File: src/rtl/tank_gfx_pkg.sv
// Shared tank graphics types, sprite geometry and the 16-entry tank palette.
// Pure declarations; no logic, no latency.
package tank_gfx_pkg;

  localparam int SPRITE_W        = 50;
  localparam int ADDR_W          = 19;
  localparam int TRANSPARENT_IDX = 0;

  typedef logic [23:0] rgb_t;

  typedef enum logic [1:0] {
    DIR_UP    = 2'd0,
    DIR_RIGHT = 2'd1,
    DIR_DOWN  = 2'd2,
    DIR_LEFT  = 2'd3
  } dir_t;

  // Entry 0 is the see-through index and never reaches the screen.
  localparam rgb_t PALETTE [16] = '{
    24'h000000, 24'hFFFFFF, 24'h2E4A1E, 24'h4F7A2F,
    24'h6B8E23, 24'h8FBC3F, 24'h3B3B3B, 24'h707070,
    24'hA0A0A0, 24'h5C4033, 24'h8B5A2B, 24'hC8A165,
    24'hB22222, 24'hFFD700, 24'h1E90FF, 24'h000080
  };

  // Row stride of the 50-wide sprite as a shift-add: 50 = 32 + 16 + 2.
  function automatic logic [11:0] mul50(input logic [11:0] v);
    return (v << 5) + (v << 4) + (v << 1);
  endfunction

endpackage

File: src/rtl/sprite_addr_gen.sv
// Sprite hit test, rotation and RAM address for one draw coordinate.
// Purely combinational, zero latency; no backpressure (pixel-clock stream).
module sprite_addr_gen #(
  parameter int SPRITE_W = 50,
  parameter int ADDR_W   = 19
) (
  input  logic [9:0]        draw_x,
  input  logic [9:0]        draw_y,
  input  logic              blank_n,
  input  logic [9:0]        lx0,
  input  logic [9:0]        ly0,
  input  logic [1:0]        dir,
  output logic              hit,
  output logic [ADDR_W-1:0] addr
);
  import tank_gfx_pkg::*;

  logic signed [10:0] dx;
  logic signed [10:0] dy;
  logic               in_x;
  logic               in_y;
  logic [5:0]         last;
  logic [5:0]         u;
  logic [5:0]         v;
  logic [11:0]        addr12;

  // Zero-extended signed difference: a draw position left of or above the
  // tank goes negative instead of wrapping into range.
  assign dx = $signed({1'b0, draw_x}) - $signed({1'b0, lx0});
  assign dy = $signed({1'b0, draw_y}) - $signed({1'b0, ly0});

  assign in_x = !dx[10] && (dx[9:0] < 10'(SPRITE_W));
  assign in_y = !dy[10] && (dy[9:0] < 10'(SPRITE_W));
  assign hit  = blank_n && in_x && in_y;

  assign last = 6'(SPRITE_W - 1);

  always_comb begin
    u = dx[5:0];
    v = dy[5:0];
    case (dir_t'(dir))
      DIR_UP:    begin u = dx[5:0];        v = dy[5:0];        end
      DIR_RIGHT: begin u = dy[5:0];        v = last - dx[5:0]; end
      DIR_DOWN:  begin u = last - dx[5:0]; v = last - dy[5:0]; end
      DIR_LEFT:  begin u = last - dy[5:0]; v = dx[5:0];        end
    endcase
  end

  assign addr12 = mul50({6'b0, v}) + {6'b0, u};
  assign addr   = hit ? ADDR_W'(addr12) : '0;

endmodule

File: src/rtl/tank_sprite_renderer.sv
// Tank sprite pixel stage around the sprite RAM: address out, palette RGB back.
// Latency 3 Clk edges from DrawX/DrawY to outputs; no backpressure (pixel-clock stream).
module tank_sprite_renderer #(
  parameter int SPRITE_W        = tank_gfx_pkg::SPRITE_W,
  parameter int ADDR_W          = tank_gfx_pkg::ADDR_W,
  parameter int TRANSPARENT_IDX = tank_gfx_pkg::TRANSPARENT_IDX
) (
  input  logic              Clk,
  input  logic              Reset_n,
  input  logic [9:0]        DrawX,
  input  logic [9:0]        DrawY,
  input  logic              blank_n,
  input  logic              frame_start,
  input  logic [9:0]        TankX,
  input  logic [9:0]        TankY,
  input  logic [1:0]        TankDir,
  output logic [ADDR_W-1:0] read_address,
  input  logic [4:0]        sprite_data,
  output logic              tank_on,
  output logic [23:0]       tank_rgb,
  output logic              pix_valid
);
  import tank_gfx_pkg::*;

  logic [9:0]        lx0;
  logic [9:0]        ly0;
  dir_t              dir_l;
  logic              hit_s0;
  logic [ADDR_W-1:0] addr_s0;
  logic              hit_d1;
  logic              blank_d1;
  logic              hit_d2;
  logic              blank_d2;
  logic [3:0]        pal_idx;
  logic              opaque;
  logic              unused_data_msb;

  sprite_addr_gen #(
    .SPRITE_W (SPRITE_W),
    .ADDR_W   (ADDR_W)
  ) u_addr_gen (
    .draw_x  (DrawX),
    .draw_y  (DrawY),
    .blank_n (blank_n),
    .lx0     (lx0),
    .ly0     (ly0),
    .dir     (dir_l),
    .hit     (hit_s0),
    .addr    (addr_s0)
  );

  assign pal_idx         = sprite_data[3:0];
  assign unused_data_msb = sprite_data[4];
  assign opaque          = hit_d2 && (pal_idx != 4'(TRANSPARENT_IDX));

  // Tank state is only sampled at frame start so a sprite never tears;
  // a pixel drawn in the latch cycle still sees the previous frame's copy.
  always_ff @(posedge Clk or negedge Reset_n) begin
    if (!Reset_n) begin
      lx0   <= '0;
      ly0   <= '0;
      dir_l <= DIR_UP;
    end else if (frame_start) begin
      lx0   <= TankX;
      ly0   <= TankY;
      dir_l <= dir_t'(TankDir);
    end
  end

  // hit/blank ride alongside the RAM's one-cycle read so they meet
  // sprite_data in the same cycle.
  always_ff @(posedge Clk or negedge Reset_n) begin
    if (!Reset_n) begin
      read_address <= '0;
      hit_d1       <= 1'b0;
      blank_d1     <= 1'b0;
      hit_d2       <= 1'b0;
      blank_d2     <= 1'b0;
      tank_on      <= 1'b0;
      tank_rgb     <= '0;
      pix_valid    <= 1'b0;
    end else begin
      read_address <= addr_s0;
      hit_d1       <= hit_s0;
      blank_d1     <= blank_n;
      hit_d2       <= hit_d1;
      blank_d2     <= blank_d1;
      tank_on      <= opaque;
      tank_rgb     <= opaque ? PALETTE[pal_idx] : 24'h0;
      pix_valid    <= blank_d2;
    end
  end

endmodule

File: config.mk
export PLATFORM = sky130hd
export DESIGN_NAME = tank_sprite_renderer
export DESIGN_NICKNAME = d
export VERILOG_FILES = /design/src/rtl/tank_gfx_pkg.sv /design/src/rtl/sprite_addr_gen.sv /design/src/rtl/tank_sprite_renderer.sv
export SDC_FILE = /design/constraint.sdc
export NUM_CORES = 1
export LEC_CHECK = 0
export BUFFER_PORTS_ARGS = -buffer_cell sky130_fd_sc_hd__buf_2
export CAP_MARGIN = 15
export CORE_MARGIN = 3
export CORE_UTILIZATION = 56
export DETAILED_ROUTE_END_ITERATION = 8
export PLACE_DENSITY = 0.81
export SETUP_SLACK_MARGIN = 0.3
export SKIP_CTS_REPAIR_TIMING = 1
export SYNTH_ARGS = -nofsm -noshare
export SYNTH_HDL_FRONTEND = slang
export SYNTH_SLANG_ARGS = --single-unit
File: constraint.sdc
create_clock -name Clk -period 4.69 [get_ports Clk]
set_clock_uncertainty 0.05 [all_clocks]
set_input_delay 0.938 -clock Clk [delete_from_list [all_inputs] [get_ports Clk]]
set_output_delay 0.938 -clock Clk [all_outputs]
set_load 0.02 [all_outputs]
# Yosys cells after proc, flatten, opt, wreduce, memory -nomap -nowiden
# Memories as Yosys holds them, arrays and structs flattened.
# Index checks and enable logic that the tools add are counted.
op_classes:
  add_sub_neg: 7
  magnitude_cmp: 3
  eq_ne: 3
  muxes: 6
  bitwise_logic: 1
  reduce_logical: 9
op_table:
  columns: ["op", "n"]
  rows:
  - ["two-way mux 24 bit", 3]
  - ["case mux 6 bit (4 select lines)", 2]
  - ["subtractor 10 x 10 -> 11 bit", 2]
  - ["< comparator 10 x 6 -> 1 bit (second input constant)", 2]
  - ["adder 11 x 10 -> 12 bit", 1]
  - ["adder 12 x 6 -> 12 bit", 1]
  - ["adder 12 x 7 -> 12 bit", 1]
  - ["two-way mux 12 bit", 1]
  - ["subtractor 6 bit (first input constant)", 2]
  - [">= comparator 5 bit (second input constant)", 1]
  - ["logical AND 1 bit", 5]
  - ["NOT 4 -> 5 bit", 1]
  - ["== test 2 bit (second input constant)", 2]
  - ["nonzero test 4 bit", 1]
  - ["== test 2 x 1 -> 1 bit (second input constant)", 1]
  - ["zero test 1 bit", 2]
  - ["zero test 2 bit", 1]
word_totals:
  register_bits: 71
  mem_bits_ro: 384
  in_bits: 51
  wordCells: 41
  memories: 1
memory_table:
  columns: ["name", "depth", "word_bits", "rd", "rd_clocked_by_memory_dff", "wr", "line_no", "rtl"]
  rows:
  - ["(no name shown)", 16, 24, 1, 0, 0, "tank_sprite_renderer.sv:89", "tank_rgb <= opaque ? PALETTE[pal_idx] : 24'h0;"]

# Longest topological paths before layout
logic_depth:
  ltp_word: 7
  ltp_mapped: 23

# Modules after synthesis
# From an unflattened synthesis, not the netlist that was laid out.
unflattened:
  hier_cells: 510
  hier_area_um2: 5033.6
by_module_without_submodules:
  columns: ["module", "instances", "cells_per_inst", "area_per_inst_um2", "seq_area_each_um2"]
  rows:
  - ["tank_sprite_renderer", 1, 209, 2834.0, 1776.7]
  - ["sprite_addr_gen", 1, 301, 2199.6, 0.0]

# Least setup slack after synthesis
# Ideal clock, no wire load.
synth_timing:
  path_kind: "input port to flip-flop"
  start: "input port DrawY[1]"
  end: "register read_address[11]"
  t_arrival_ns: 4.699
  slack_ns: -0.192
  stages: 21
  path_buffers: 1
  path_cell_list: "ha_1 nor2b_1 or2_1 clkbuf_1 xnor2_1 ha_1 nand2b_1 nand2_1 o221a_2 fa_1 inv_1 ha_1 inv_1 fa_1 nor2b_1 o21ai_0 a21oi_1 nor3_1 o21bai_1 xnor2_1 nor3_1"
synth_between:
  elab_chain_len: 7
  elab_cells_between_ends: 12
synth_rtl:
  columns: ["element", "line_no", "rtl"]
  rows:
  - ["from (decl)", "tank_sprite_renderer.sv:11", "input logic [9:0] DrawY,"]
  - ["subtractor 10 x 10 -> 11 bit *", "sprite_addr_gen.sv:30", "assign dy = $signed({1'b0, draw_y}) - $signed({1'b0, ly0});"]
  - ["subtractor 6 bit", "sprite_addr_gen.sv:44, sprite_addr_gen.sv:45", null]
  - ["case mux 6 bit (4 select lines)", "sprite_addr_gen.sv:41", "case (dir_t'(dir))"]
  - ["adder 11 x 10 -> 12 bit", "tank_gfx_pkg.sv:28", "return (v << 5) + (v << 4) + (v << 1);"]
  - ["adder 12 x 7 -> 12 bit", "tank_gfx_pkg.sv:28", null]
  - ["adder 12 x 6 -> 12 bit", "sprite_addr_gen.sv:49", "assign addr12 = mul50({6'b0, v}) + {6'b0, u};"]
  - ["two-way mux 12 bit *", "sprite_addr_gen.sv:50", "assign addr = hit ? ADDR_W'(addr12) : '0;"]
  - ["via addr_s0[11]", "tank_sprite_renderer.sv:29", "logic [ADDR_W-1:0] addr_s0;"]
  - ["to (signal assigned)", "tank_sprite_renderer.sv:83", "read_address <= addr_s0;"]
  - ["to (decl)", "tank_sprite_renderer.sv:17", "output logic [ADDR_W-1:0] read_address,"]
# The timed path passes the listed nets; every way through them passes the cells marked *.
# A chain may end at the register's enable or synchronous reset.

# Worst setup path after layout
layout_timing:
  start: "input port DrawX[1]"
  end: "register read_address[10]"
layout_between:
  elab_chain_len: 7
  elab_cells_between_ends: 13
layout_rtl:
  columns: ["element", "line_no", "rtl"]
  rows:
  - ["from (decl)", "tank_sprite_renderer.sv:10", "input logic [9:0] DrawX,"]
  - ["subtractor 10 x 10 -> 11 bit *", "sprite_addr_gen.sv:29", "assign dx = $signed({1'b0, draw_x}) - $signed({1'b0, lx0});"]
  - ["subtractor 6 bit", "sprite_addr_gen.sv:43, sprite_addr_gen.sv:44", null]
  - ["case mux 6 bit (4 select lines)", "sprite_addr_gen.sv:41", null]
  - ["adder 11 x 10 -> 12 bit", "tank_gfx_pkg.sv:28", null]
  - ["adder 12 x 7 -> 12 bit", "tank_gfx_pkg.sv:28", null]
  - ["adder 12 x 6 -> 12 bit", "sprite_addr_gen.sv:49", null]
  - ["two-way mux 12 bit *", "sprite_addr_gen.sv:50", null]
  - ["via addr_s0[10]", "tank_sprite_renderer.sv:29", null]
# Marks and branches as above.

==> impl_metrics.csv <==
group,metric,value,unit
outcome,run_status,"completed",
sta,hold_violations,0,
synthesis,avgSynthCellArea,8.76,um^2
setup_path,critPathCaptureType,"flip-flop",
synthesis,syn_area,4620,um^2
global_routing,grt_max_degree,43,
sta,slew_headroom,56.6,%
clock_network,clockBufferDepth,2,
power,power_density,475,nW/um^2
sta,fin_tns_setup,0,ns
synthesis,ys.flop_type,"dfrtp_1",
synthesis,synth_area_leader_cell,"dfrtp_1",
detailed_routing,drt-total-wl,10900,um
power,power,0.00283,W
setup_path,cp_data_required_time,4.89,ns
sta,finalSetupViolCount,0,
place,port_buffers,87,
synthesis,ys_seq_elements,64,
power,comb_power_share,62.3,%
power,p_leak,2.97,nW
sta,rsz0062_at_grt,"true",
floorplan,initial_core_util,58.6,%
global_routing,use_met2,37.6,%
sta,fin_crit_sh,96.5,%
final_layout,finalNetCount,756,
clock_network,root_buffer,"clkbuf_8",
setup_path,critPathLaunch,"DrawX[1]",
global_routing,antenna_found_initial,0,
sta,drv_slew,0,
min_path,min_from,"blank_d1",
floorplan,die_area,9380,um^2
synthesis,yosysWarnings,0,
floorplan,die_y,96.9,um
setup_path,worstSetupPathType,"input port to flip-flop",
power,peakVddDrop,0.317,mV
floorplan,pin_count,96,
synthesis,yosysTopAreaCellShare,34.6,%
power,internal_power,0.00171,W
floorplan,coreArea,7890,um^2
global_routing,track_usage,22.4,%
synthesis,synth-async-reset-ratio,100,%
detailed_routing,drtPass1Iterations,6,
detailed_routing,via_per_inst,5.53,
place,gp_congestion,0.888,
floorplan,rows,32,
synthesis,ys_top_cells_by_count,"dfrtp_1 (64), nand2_1 (59), o21ai_0 (55)",
sta,fmax,221,MHz
detailed_routing,drt-wirelength-per-cell,14.4,um
final_layout,area_growth,29.1,%
global_routing,gr-max-usage-layer,"met2",
detailed_routing,ant_nets,0,
synthesis,synthMostInstantiatedCell,"dfrtp_1",
min_path,min_path_type,"flip-flop to flip-flop",
place,post-place-ws,-0.343,ns
synthesis,ys_types,59,
detailed_routing,remaining_drc_errors,0,
floorplan,die_width,96.9,um
power,p_clk_share,17.3,%
sta,worst_slew_pin_slew,0.651,ns
global_routing,use_met1,28.9,%
setup_path,crit_fanout,6,
clock_network,clock-sinks,64,
job,cap_violations,0,
synthesis,ys_seq_area_share,34.6,%
clock_network,h-tree-depth,3,
clock_network,numCtsBuffers,9,
clock_network,clkLatencyLatePin,0.35,ns
power,seqPwrFrac,20.5,%
final_layout,drive_gt1_share,33.1,%
global_routing,grtUsageMet3,4.69,%
setup_path,r2r-start,"lx0[1]",
global_routing,grt-ovfl-total,0,
detailed_routing,vias,4169,
sta,worst_slack,0.164,ns
setup_path,crit_arrival,4.73,ns
global_routing,grt_pass1_wl,17600,um
clock_network,tritoncts,"built",
power,netSwitchingPower,0.00113,W
setup_path,startpoint_type,"input port",
power,netSwitchingFraction,39.8,%
synthesis,synth_edf_count,0,
clock_network,clk_pin_slew_worst_paths,0.08,ns
global_routing,grt_pass1_vias,3910,
sta,layout_min_cycle_time,4.53,ns
synthesis,synthTopCellsByArea,"dfrtp_1 (35%), ha_1 (14%), o21ai_0 (6.0%)",
final_layout,num_antenna_cells,0,
synthesis,syn-instance-count,528,
place,place_hpwl,8030,um
detailed_routing,drt_iter0_markers,206,
==> critical path: stages <==
cell	delay, ns
buf_6	0.09
ha_4	0.20
nor2b_4	0.13
or2_4	0.24
xor2_1	0.16
inv_1	0.11
ha_4	0.19
nand3b_1	0.13
a31oi_2	0.21
xnor2_1	0.12
mux2i_2	0.23
fa_1	0.49
ha_4	0.27
ha_4	0.28
nand3_2	0.08
o211ai_1	0.25
o21ai_1	0.12
nand2b_1	0.10
a21oi_2	0.06
xor2_1	0.16
nor3_2	0.16
==> state kept, by name (all words and copies together), names as in the netlist, 2 cells and up <==
| name | count |
|---|---|
| tank_rgb | 24 |
| read_address | 12 |
| lx0 | 10 |
| ly0 | 10 |
| dir_l | 2 |
==> power groups by stage <==
stage	combinational [W]	sequential, W	clock (W)
after floorplan	0.00110	0.000588	0
after global placement	0.00143	0.000589	0
after detailed placement	0.00150	0.000591	0
after CTS	0.00153	0.000580	0.000502
after global routing	0.00196	0.000582	0.000525
final	0.00176	0.000580	0.000489
==> through the flow <==
stage | cell area (um^2) | hold WS [ns] | utilization, % | cells
after floorplan | 4850 | 0.281 | - | 534
after global placement | 5520 | 0.282 | 70.0 | 730
after detailed placement | 5520 | 0.286 | 70.0 | 730
after CTS | 5730 | 0.305 | 72.6 | 746
after global routing | 5970 | 0.321 | 75.7 | 754
final | 5970 | 0.302 | 75.7 | 754
==> placed cells by master, fill, tap and decap left out, types with 3 or more instances in the layout <==
master,synthesis,layout
nand3_2,0,3
nor2b_4,0,3
xnor2_2,0,5
a21oi_1,32,25
dfrtp_1,64,64
nor2b_1,8,4
and2_1,5,5
nand3_1,6,3
ha_1,53,41
mux2i_1,5,4
buf_4,7,44
ha_4,0,10
nor2_1,33,31
o21ai_2,0,3
buf_2,1,86
clkbuf_8,0,10
o211ai_1,4,4
a21oi_2,0,6
o21a_1,5,5
xnor2_1,17,11
nor3_2,9,11
inv_1,44,41
a21o_1,4,4
or3_1,4,4
nand2_1,59,58
nand2b_1,11,10
xor2_1,4,4
o21ai_1,2,4
nand3b_1,4,4
o21bai_1,3,3
fa_1,5,3
a211oi_1,4,4
inv_2,0,3
o21ai_0,55,50
o22ai_1,3,3
a22oi_1,4,4
a31oi_1,8,6
conb_1,1,7
nor3_1,11,8
==> per-layer routing <==
layer  share of wire (%)  vias to the layer above
li1                    -                     2045
met1                  41                     1929
met4                 2.5                        0
met3                 6.5                       29
met5                   0                        -
met2                  50                      166
==> cells by family (layout without fill, tap and decap cells) <==
kind of cell,Yosys count,after routing,synth area share (%)
simple gates,160,160,17.4
compound gates,142,142,18.8
mux,7,7,1.57
xor+xnor,21,21,3.98
other cells,1,7,0.0811
buf+inv,75,193,7.01
fa+ha+maj,58,58,16.5
flops,64,64,34.6
==> final timing paths <==
check / to / slack [ns] / cells past startpoint
setup / recovery: read_address[10] / 0.16 / 21
hold / removal: blank_d2 / 0.30 / 0
setup reg to reg: read_address[10] / 0.34 / 21
hold reg to reg: blank_d2 / 0.30 / 0
max in group asynchronous: ly0[0] / 3.13 / 2
min in group asynchronous: tank_rgb[17] / 0.56 / 1
==> cell type report <==
| cell class | instances | area (um^2) |
|---|---|---|
| sequential | 64 | 1600 |
| tap | 102 | 128 |
| clock buffer | 10 | 138 |
| timing repair buffer | 131 | 772 |
| multi-input combinational | 395 | 3090 |
| fill | 569 | 1920 |
| clock inverter | 6 | 67.6 |
| inverter | 46 | 173 |
Power figures use the tool's default switching activity.
